### src/rtl/fdivsqrt_otfc4_seq_if.sv
// Handshake and datapath bundle for the radix-4 OTFC / iteration-control stage.
//   master: requester side (drives start, sqrt_mode, abort, udigit[, rem_zero])
//   slave : the fdivsqrt_otfc4_seq stage (drives busy, done, first_iter, C, U, UM)
// Optional: FDIVSQRT_EARLY_TERM_EN adds rem_zero (requester -> stage).
interface fdivsqrt_otfc4_seq_if #(
  parameter int unsigned DIVb = 64
);
  logic            start;
  logic            sqrt_mode;
  logic            abort;
  logic [3:0]      udigit;
  logic            busy;
  logic            done;
  logic            first_iter;
  logic [DIVb+3:0] C;
  logic [DIVb+3:0] U;
  logic [DIVb+3:0] UM;
`ifdef FDIVSQRT_EARLY_TERM_EN
  logic            rem_zero;

  modport master (
    output start, sqrt_mode, abort, udigit, rem_zero,
    input  busy, done, first_iter, C, U, UM
  );
  modport slave (
    input  start, sqrt_mode, abort, udigit, rem_zero,
    output busy, done, first_iter, C, U, UM
  );
`else
  modport master (
    output start, sqrt_mode, abort, udigit,
    input  busy, done, first_iter, C, U, UM
  );
  modport slave (
    input  start, sqrt_mode, abort, udigit,
    output busy, done, first_iter, C, U, UM
  );
`endif
endinterface

### src/rtl/fdivsqrt_otfc4_seq.sv
// Radix-4 on-the-fly conversion and iteration control for the digit-recurrence
// divide/sqrt datapath. Keeps the C (position mask), U (partial result) and UM
// (U minus one ulp) registers, all Q4.DIVb, and runs ITERS iterations per
// start/done handshake.
// Ports:
//   clk      clock
//   reset_n  asynchronous active-low reset
//   bus      fdivsqrt_otfc4_seq_if.slave: start, sqrt_mode, abort, udigit (one-hot
//            {2,1,-1,-2}, zero = digit 0) in; busy, done, first_iter, C, U, UM out
// Optional: FDIVSQRT_EARLY_TERM_EN adds bus.rem_zero; when high in a busy cycle
//           that cycle's digit is applied and the operation finishes.
module fdivsqrt_otfc4_seq #(
  parameter int unsigned DIVb  = 64,
  parameter int unsigned ITERS = 32
) (
  input logic                  clk,
  input logic                  reset_n,
  fdivsqrt_otfc4_seq_if.slave  bus
);

  localparam int unsigned W    = DIVb + 4;
  localparam int unsigned CntW = (ITERS > 1) ? $clog2(ITERS) : 1;
  localparam logic [CntW-1:0] LastCnt = CntW'(ITERS - 1);
  // -0.25: ones from the sign down to bit DIVb-2
  localparam logic [W-1:0] C0  = {6'b111111, {(DIVb-2){1'b0}}};
  localparam logic [W-1:0] One = W'(1) << DIVb;

  typedef enum logic [1:0] {StIdle, StBusy, StDone} state_e;

  state_e          state_q, state_d;
  logic [CntW-1:0] cnt_q, cnt_d;
  logic [W-1:0]    c_q, c_d;
  logic [W-1:0]    u_q, u_d;
  logic [W-1:0]    um_q, um_d;
  logic [W-1:0]    k, k2;
  logic            early_term;

`ifdef FDIVSQRT_EARLY_TERM_EN
  assign early_term = bus.rem_zero;
`else
  assign early_term = 1'b0;
`endif

  always_comb begin
    state_d = state_q;
    cnt_d   = cnt_q;
    c_d     = c_q;
    u_d     = u_q;
    um_d    = um_q;
    // Lowest set bit of C is the weight of the current digit.
    k       = c_q & ~(c_q << 1);
    k2      = k << 1;

    unique case (state_q)
      StIdle: begin
        if (bus.start && !bus.abort) begin
          state_d = StBusy;
          cnt_d   = '0;
          c_d     = C0;
          u_d     = bus.sqrt_mode ? One : '0;
          um_d    = '0;
        end
      end
      StBusy: begin
        if (bus.abort) begin
          state_d = StIdle;
        end else begin
          // Highest set udigit bit wins, matching the F generator.
          if (bus.udigit[3]) begin
            u_d  = u_q | k2;
            um_d = u_q | k;
          end else if (bus.udigit[2]) begin
            u_d  = u_q | k;
            um_d = u_q;
          end else if (bus.udigit[1]) begin
            u_d  = um_q | k2 | k;
            um_d = um_q | k2;
          end else if (bus.udigit[0]) begin
            u_d  = um_q | k2;
            um_d = um_q | k;
          end else begin
            um_d = um_q | k2 | k;
          end
          c_d   = {2'b11, c_q[W-1:2]};
          cnt_d = cnt_q + CntW'(1);
          if (cnt_q == LastCnt || early_term) begin
            state_d = StDone;
          end
        end
      end
      StDone:  state_d = StIdle;
      default: state_d = StIdle;
    endcase
  end

  always_ff @(posedge clk or negedge reset_n) begin
    if (!reset_n) begin
      state_q <= StIdle;
      cnt_q   <= '0;
      c_q     <= '0;
      u_q     <= '0;
      um_q    <= '0;
    end else begin
      state_q <= state_d;
      cnt_q   <= cnt_d;
      c_q     <= c_d;
      u_q     <= u_d;
      um_q    <= um_d;
    end
  end

  assign bus.busy       = (state_q == StBusy);
  assign bus.done       = (state_q == StDone);
  assign bus.first_iter = (state_q == StBusy) && (cnt_q == '0);
  assign bus.C          = c_q;
  assign bus.U          = u_q;
  assign bus.UM         = um_q;

endmodule

### src/flat_wrapper.sv
// flat-port wrapper written by rule: the top's interface ports become plain ports
module fdivsqrt_otfc4_seq_flat 
#(
  parameter int unsigned DIVb  = 64,
  parameter int unsigned ITERS = 32
)
  (clk, reset_n, bus_start, bus_sqrt_mode, bus_abort, bus_udigit, bus_busy, bus_done, bus_first_iter, bus_C, bus_U, bus_UM);
  fdivsqrt_otfc4_seq_if #(.DIVb(DIVb)) bus_i ();
  input logic clk;
  input logic reset_n;
  input wire logic [$bits(bus_i.start)-1:0] bus_start;
  input wire logic [$bits(bus_i.sqrt_mode)-1:0] bus_sqrt_mode;
  input wire logic [$bits(bus_i.abort)-1:0] bus_abort;
  input wire logic [$bits(bus_i.udigit)-1:0] bus_udigit;
  output wire logic [$bits(bus_i.busy)-1:0] bus_busy;
  output wire logic [$bits(bus_i.done)-1:0] bus_done;
  output wire logic [$bits(bus_i.first_iter)-1:0] bus_first_iter;
  output wire logic [$bits(bus_i.C)-1:0] bus_C;
  output wire logic [$bits(bus_i.U)-1:0] bus_U;
  output wire logic [$bits(bus_i.UM)-1:0] bus_UM;
  assign bus_i.start = bus_start;
  assign bus_i.sqrt_mode = bus_sqrt_mode;
  assign bus_i.abort = bus_abort;
  assign bus_i.udigit = bus_udigit;
  assign bus_busy = bus_i.busy;
  assign bus_done = bus_i.done;
  assign bus_first_iter = bus_i.first_iter;
  assign bus_C = bus_i.C;
  assign bus_U = bus_i.U;
  assign bus_UM = bus_i.UM;
  fdivsqrt_otfc4_seq #(.DIVb(DIVb), .ITERS(ITERS)) u_core (.clk(clk), .reset_n(reset_n), .bus(bus_i));
endmodule
### config.mk
export PLATFORM = sky130hd
export DESIGN_NAME = fdivsqrt_otfc4_seq_flat
export DESIGN_NICKNAME = d
export VERILOG_FILES = /design/src/rtl/fdivsqrt_otfc4_seq_if.sv /design/src/rtl/fdivsqrt_otfc4_seq.sv /design/src/flat_wrapper.sv
export SDC_FILE = /design/constraint.sdc
export NUM_CORES = 1
export LEC_CHECK = 0
export CAP_MARGIN = 20
export CORE_MARGIN = 3
export CORE_UTILIZATION = 51
export DETAILED_ROUTE_END_ITERATION = 6
export PLACE_DENSITY = 0.9
export SLEW_MARGIN = 10
export SYNTH_ARGS = -nofsm -noshare
export SYNTH_HDL_FRONTEND = slang
export SYNTH_SLANG_ARGS = --single-unit
### constraint.sdc
create_clock -name clk -period 2 [get_ports clk]
set_input_delay 0.6 -clock clk [delete_from_list [all_inputs] [get_ports clk]]
set_output_delay 0.6 -clock clk [all_outputs]
set_load 0.05 [all_outputs]
# Word-level counts from Yosys, hierarchy flattened
# Index checks and enable logic that the tools add are counted.
# totals
ff_bits	211
inputBits	9
out_inout_bits	207
wordCells	54
# op_classes
addsub	1
eq_ne	7
mux	25
n_bitwise	7
n_reduce_logical	9
# op_table
op	count
68-bit 2-to-1 mux	14
68-bit case mux with 2 select lines	3
68-bit bitwise OR	5
68-bit bitwise AND	1
68-bit inverter	1
65-bit 2-to-1 mux	1
5-bit 2-to-1 mux	2
5-bit case mux with 2 select lines	1
2-bit 2-to-1 mux	3
5-bit by 1-bit adder with 5-bit output, second input constant	1
5-bit equality test, second input constant	1
5-bit zero test	1
5-bit inequality test, second input constant	1
2-bit case mux with 2 select lines	1
4-bit AND reduction	1
3-bit by 2-bit inequality test with 1-bit output, second input constant	1
3-bit AND reduction	1
2-bit by 1-bit equality test with 1-bit output, second input constant	1
2-bit equality test, second input constant	1
1-bit logical AND	2
2-bit zero test	1
2-bit by 1-bit inequality test with 1-bit output, second input constant	1
2-bit inequality test, second input constant	1
2-bit AND reduction	1
other kinds (2)	2

# Logic depth before layout (Yosys ltp)
# logic_depth
depth_word	10
depth_mapped	8
ltp_nobuf	5

# Worst setup path before layout
# Ideal clock, no wire load.
# synth_path
kind	reg2out
from	register u_core.state_q[1]
to	output bus_first_iter
arrival_ps	2312
t_required_ps	1400
path_slack_ps	-912
stages_incl_launch_ff	5
n_path_buf	2
path_cell_list	dfrtp_1 > buf_2 > nand2b_1 > buf_2 > nor4_1
# synth_between
elab_chain_len	2
# synth_rtl
element	line	text
from (decl)	fdivsqrt_otfc4_seq.sv:30	state_e state_q, state_d;
from (signal assigned)	fdivsqrt_otfc4_seq.sv:98	state_q <= StIdle;
from (signal assigned)	fdivsqrt_otfc4_seq.sv:104	state_q <= state_d;
2-bit by 1-bit equality test with 1-bit output	fdivsqrt_otfc4_seq.sv:114	assign bus.first_iter = (state_q == StBusy) && (cnt_q == '0);
1-bit logical AND	fdivsqrt_otfc4_seq.sv:114	
to (decl)	flat_wrapper.sv:17	output wire logic [$bits(bus_i.first_iter)-1:0] bus_first_iter;
# Every way passes these cells.

# Final worst setup path
# layout_path
from	register u_core.cnt_q[1]
to	output bus_first_iter
# layout_between
elab_chain_len	2
# layout_rtl
element	line	text
from (decl)	fdivsqrt_otfc4_seq.sv:31	logic [CntW-1:0] cnt_q, cnt_d;
from (signal assigned)	fdivsqrt_otfc4_seq.sv:105	cnt_q <= cnt_d;
5-bit zero test	fdivsqrt_otfc4_seq.sv:114	
1-bit logical AND	fdivsqrt_otfc4_seq.sv:114	
# Every way passes these cells.

==> summary by stage <==
Setup path
At the worst endpoint, the required time is 1.40 ns. For the worst setup path, the data arrival time is 1.51 ns. The worst setup path is launched from a flop. The critical path is of the reg -> out type. The depth of the worst register-to-register path is 7. The largest fanout of any net on the critical path is 2. The kind of end point of the critical path is an output port.

Timing
In the finished design, the share of the clock period the worst path needs comes to 1.053. The worst pin sits at a relative slew slack of 0.6888. For the pin with the worst max-slew slack, the measured transition is 0.4668 ns.

The number of max-slew violations in the final report is 0. Setup violations remaining at the end of the flow were counted as 1. Hold is met by 0.5574 ns. The time the final worst path needs with I/O delays and setup is 2.107 ns. Between clock sinks in the finished design, the worst skew comes to 0.008910 ns. The worst setup margin is -0.1067 ns. The maximum clock frequency is 474.7 MHz. Setup repair after global routing could not meet its margin everywhere. The total count of hold-check failures in the final report is 0.

Detailed routing
For this block, the initial DRC count from the detailed router was 890. The post-detailed-route DRC marker count is 0. The routed layout has 9176 vias. The first detailed-routing pass took 5 iterations. After detailed routing, the average wire length per cell comes to 19.57 um. The final antenna-violating net count is 0. The total detailed-routing wirelength is 28.79 mm. Dividing the detail-routed via count by the number of cells gives 6.238.

Clock tree
The maximum buffer depth of the clock tree is 2. The clock-pin slew on the worst setup and hold paths is 0.07 ns. The CTS tree is built.

The tree is rooted in a clkbuf_16. Counting the buffers created by CTS gives 17. The CTS sink count is 177. The source-to-sink clock delay at the later pin of the worst-skew pair is 0.43 ns. CTS built an H-tree with a depth of 4.

Global routing
The number of antenna violations at the first check in global routing is 1. The global routing's busiest layer is met2. The number of global-route vias before repair is 8684. For this run, global-route usage on met2 was measured as 0.4551. The first global-routing pass estimated 45.94 mm of wire. The largest net degree at the start of global routing is 72. The met1 track demand over resource in global routing is 0.3794. For met3 alone, demand over resource in global routing was 0.05529. The global router's overall resource usage is 0.2828.

The total global routing overflow is 0.

Finish
At the end of the flow, the number of nets in the layout was 1243. The area of all placed cells without fillers is 12130 um2. The synthesis-to-layout area growth is 30.42%. After filler insertion, the fill cell instance count of the layout stands at 1287. The share of post-route cells with drive strength above 1 is 0.2596. For this run, the share of the core covered by cells in the final layout is 0.6895.

Placement
The worst setup slack after placement is -0.3922 ns. At the end of routability-driven placement, the weighted congestion stood at 0.8428. The total of buffers placed on input and output ports is 215. Once placement finished, the instance area stood at 11460 um2. Detailed placement ended at an HPWL of 18.95 mm.

Flow run
The max-cap check violation count is 0.

Power
Overall power consumption after layout is estimated at 11110 uW. The maximum VDD drop is 0.0007208 V. Dividing total power by cell area gives a power density of 915.5 nW/um2. For this design the static power due to leakage is 0.005502 uW.

Synth
The flop and latch count out of synthesis is 177. In this run, synthesis inferred 0 flip-flops with an integrated enable. The predominant post-synthesis flop cell is dfrtp_1. The Yosys step of the flow raised 0 warnings. The share of the Yosys chip area taken by registers is 0.4761. In this run the mean area of a mapped cell was 8.760 um2. The number of unique standard cell types used by synthesis is 38. Counting every net in the synthesized netlist gives 1074.

The post-synth design cell area is 9303 um2. The number of instances in the synthesized netlist is 1062. The async set-or-reset flop fraction in the synthesized netlist is 1.000.

Floorplanning
After floorplanning, the core was divided into 48 placement rows. Measured along the x axis, the die boundary spans 141.1 um. The die covers 19900 um2. The initial core utilization is 0.5287.

The y dimension of the die is 141.1 um. The core region is 17600 um2. The number of top-level pins is 216.

Worst hold path
The number of instances on the worst hold path is 2. The class of the tightest hold or removal check is reg -> reg.

Run status
The checks that failed: negative setup slack. The flow ran to the end, but the final reports show violations.
[layer usage]
metal,vias up,share of wire
li1,4147,-
met4,0,0.027
met3,75,0.092
met5,-,0
met1,4409,0.41
met2,545,0.47
[final cells by class]
type	count	area (um2)	area share
repair buffers	278	2550	0.2102
flip-flops and latches	177	4429	0.3651
clock buffers	21	460.4	0.03795
multi-input cells	752	4275	0.3524
diodes	2	5.005	0.0004125
well taps	225	281.5	0.02320
clock inverters	11	105.1	0.008662
inverters	5	26.28	0.002166
[final timing paths]
kind	from	endpoint	slack, ns
max in group asynchronous	reset_n	u_core.bus.U[22]	0.77
worst max-delay path	u_core.cnt_q[1]	bus_first_iter	-0.11
min in group asynchronous	reset_n	u_core.bus.UM[41]	0.58
worst max register to register	u_core.state_q[0]	u_core.bus.C[17]	0.13
worst min register to register	u_core.bus.UM[45]	u_core.bus.UM[45]	0.56
worst min-delay path	u_core.bus.UM[45]	u_core.bus.UM[45]	0.56
[critical path, stage by stage (launching register included)]
cell	delay (ns)
dfrtp_1	0.40
inv_2	0.09
ha_4	0.15
nand2b_4	0.06
nor4_4	0.19
buf_12	0.18
[synth_stat cells, types with 2 or more instances]
library cell / number / area [um2]
o21ai_0: 165 / 825.8
dfrtp_1: 177 / 4429
a21oi_1: 230 / 1151
nor3_1: 11 / 55.05
inv_1: 4 / 15.01
nor4_4: 2 / 42.54
clkbuf_1: 61 / 229.0
nand2_1: 72 / 270.3
mux2_1: 2 / 22.52
nand3_1: 2 / 10.01
a211oi_1: 4 / 30.03
ha_1: 3 / 37.54
o41ai_1: 2 / 17.52
o21ai_1: 63 / 315.3
buf_4: 35 / 262.8
buf_2: 23 / 115.1
nor2_1: 11 / 41.29
a21o_1: 34 / 255.2
xor2_1: 2 / 17.52
o31ai_1: 33 / 247.7
buf_1: 6 / 22.52
nor3b_1: 2 / 15.01
buf_6: 3 / 33.78
nand2b_1: 36 / 225.2
nor2b_1: 35 / 219.0
a22o_1: 32 / 280.3
[cells by family (layout without fill, tap and decap cells)]
logic type	Yosys count	count (layout)	synth area share
buffers and inverters	133	315	0.07330
other	0	2	0
AO/OA/AOI/OAI	567	567	0.3416
XOR/XNOR	2	2	0.001883
flip-flops	177	177	0.4761
AND/OR/NAND/NOR	178	178	0.1006
multiplexers	2	2	0.002421
adder cells (fa/ha/maj)	3	3	0.004035
[what timing repair did]
| item | CTS | global route |
|---|---|---|
| endpoints found under the hold margin | 12 | 0 |
| resized for setup | 11 | 1 |
| endpoints found under the setup margin | 3 | 28 |
| hold buffers | 1 | 0 |
| pin swaps | 2 | 2 |
| buffers inserted | 3 | 3 |
[flip-flops by register name (all words and copies together), names as in the netlist, named ones only]
signal,count
u_core.bus.UM,68
u_core.bus.U,67
u_core.bus.C,34
u_core.cnt_q,5
u_core.state_q,2
[metrics by stage]
stage | std cells | setup TNS [ns]
final | 1471 | -0.1067
after floorplan | 1062 | -0.02317
after detailed placement | 1430 | -41.69
after global routing | 1470 | -0.1706
after global placement | 1430 | -36.51
after CTS | 1466 | -0.1829
[power by group]
part	switching [uW]	internal (uW)	leakage, uW
Sequential	414	3960	0.00231
Combinational	2420	1060	0.00293
Clock	1460	1790	0.000266
[cell usage in the layout, fill, tap and decap left out, types with 3 or more instances in the layout]
master	count
nor2b_1	33
buf_4	232
nand2_1	71
nor2_1	10
dfrtp_1	177
nor4_4	3
buf_12	36
nor3_1	10
inv_6	3
o21ai_1	62
a21oi_1	230
buf_2	3
o31ai_1	33
clkbuf_16	17
a21o_1	34
nand2b_1	34
clkinvlp_4	4
o21ai_0	165
a211oi_1	4
a22o_1	32
clkdlybuf4s50_1	4
Power figures use the tool's default switching activity.
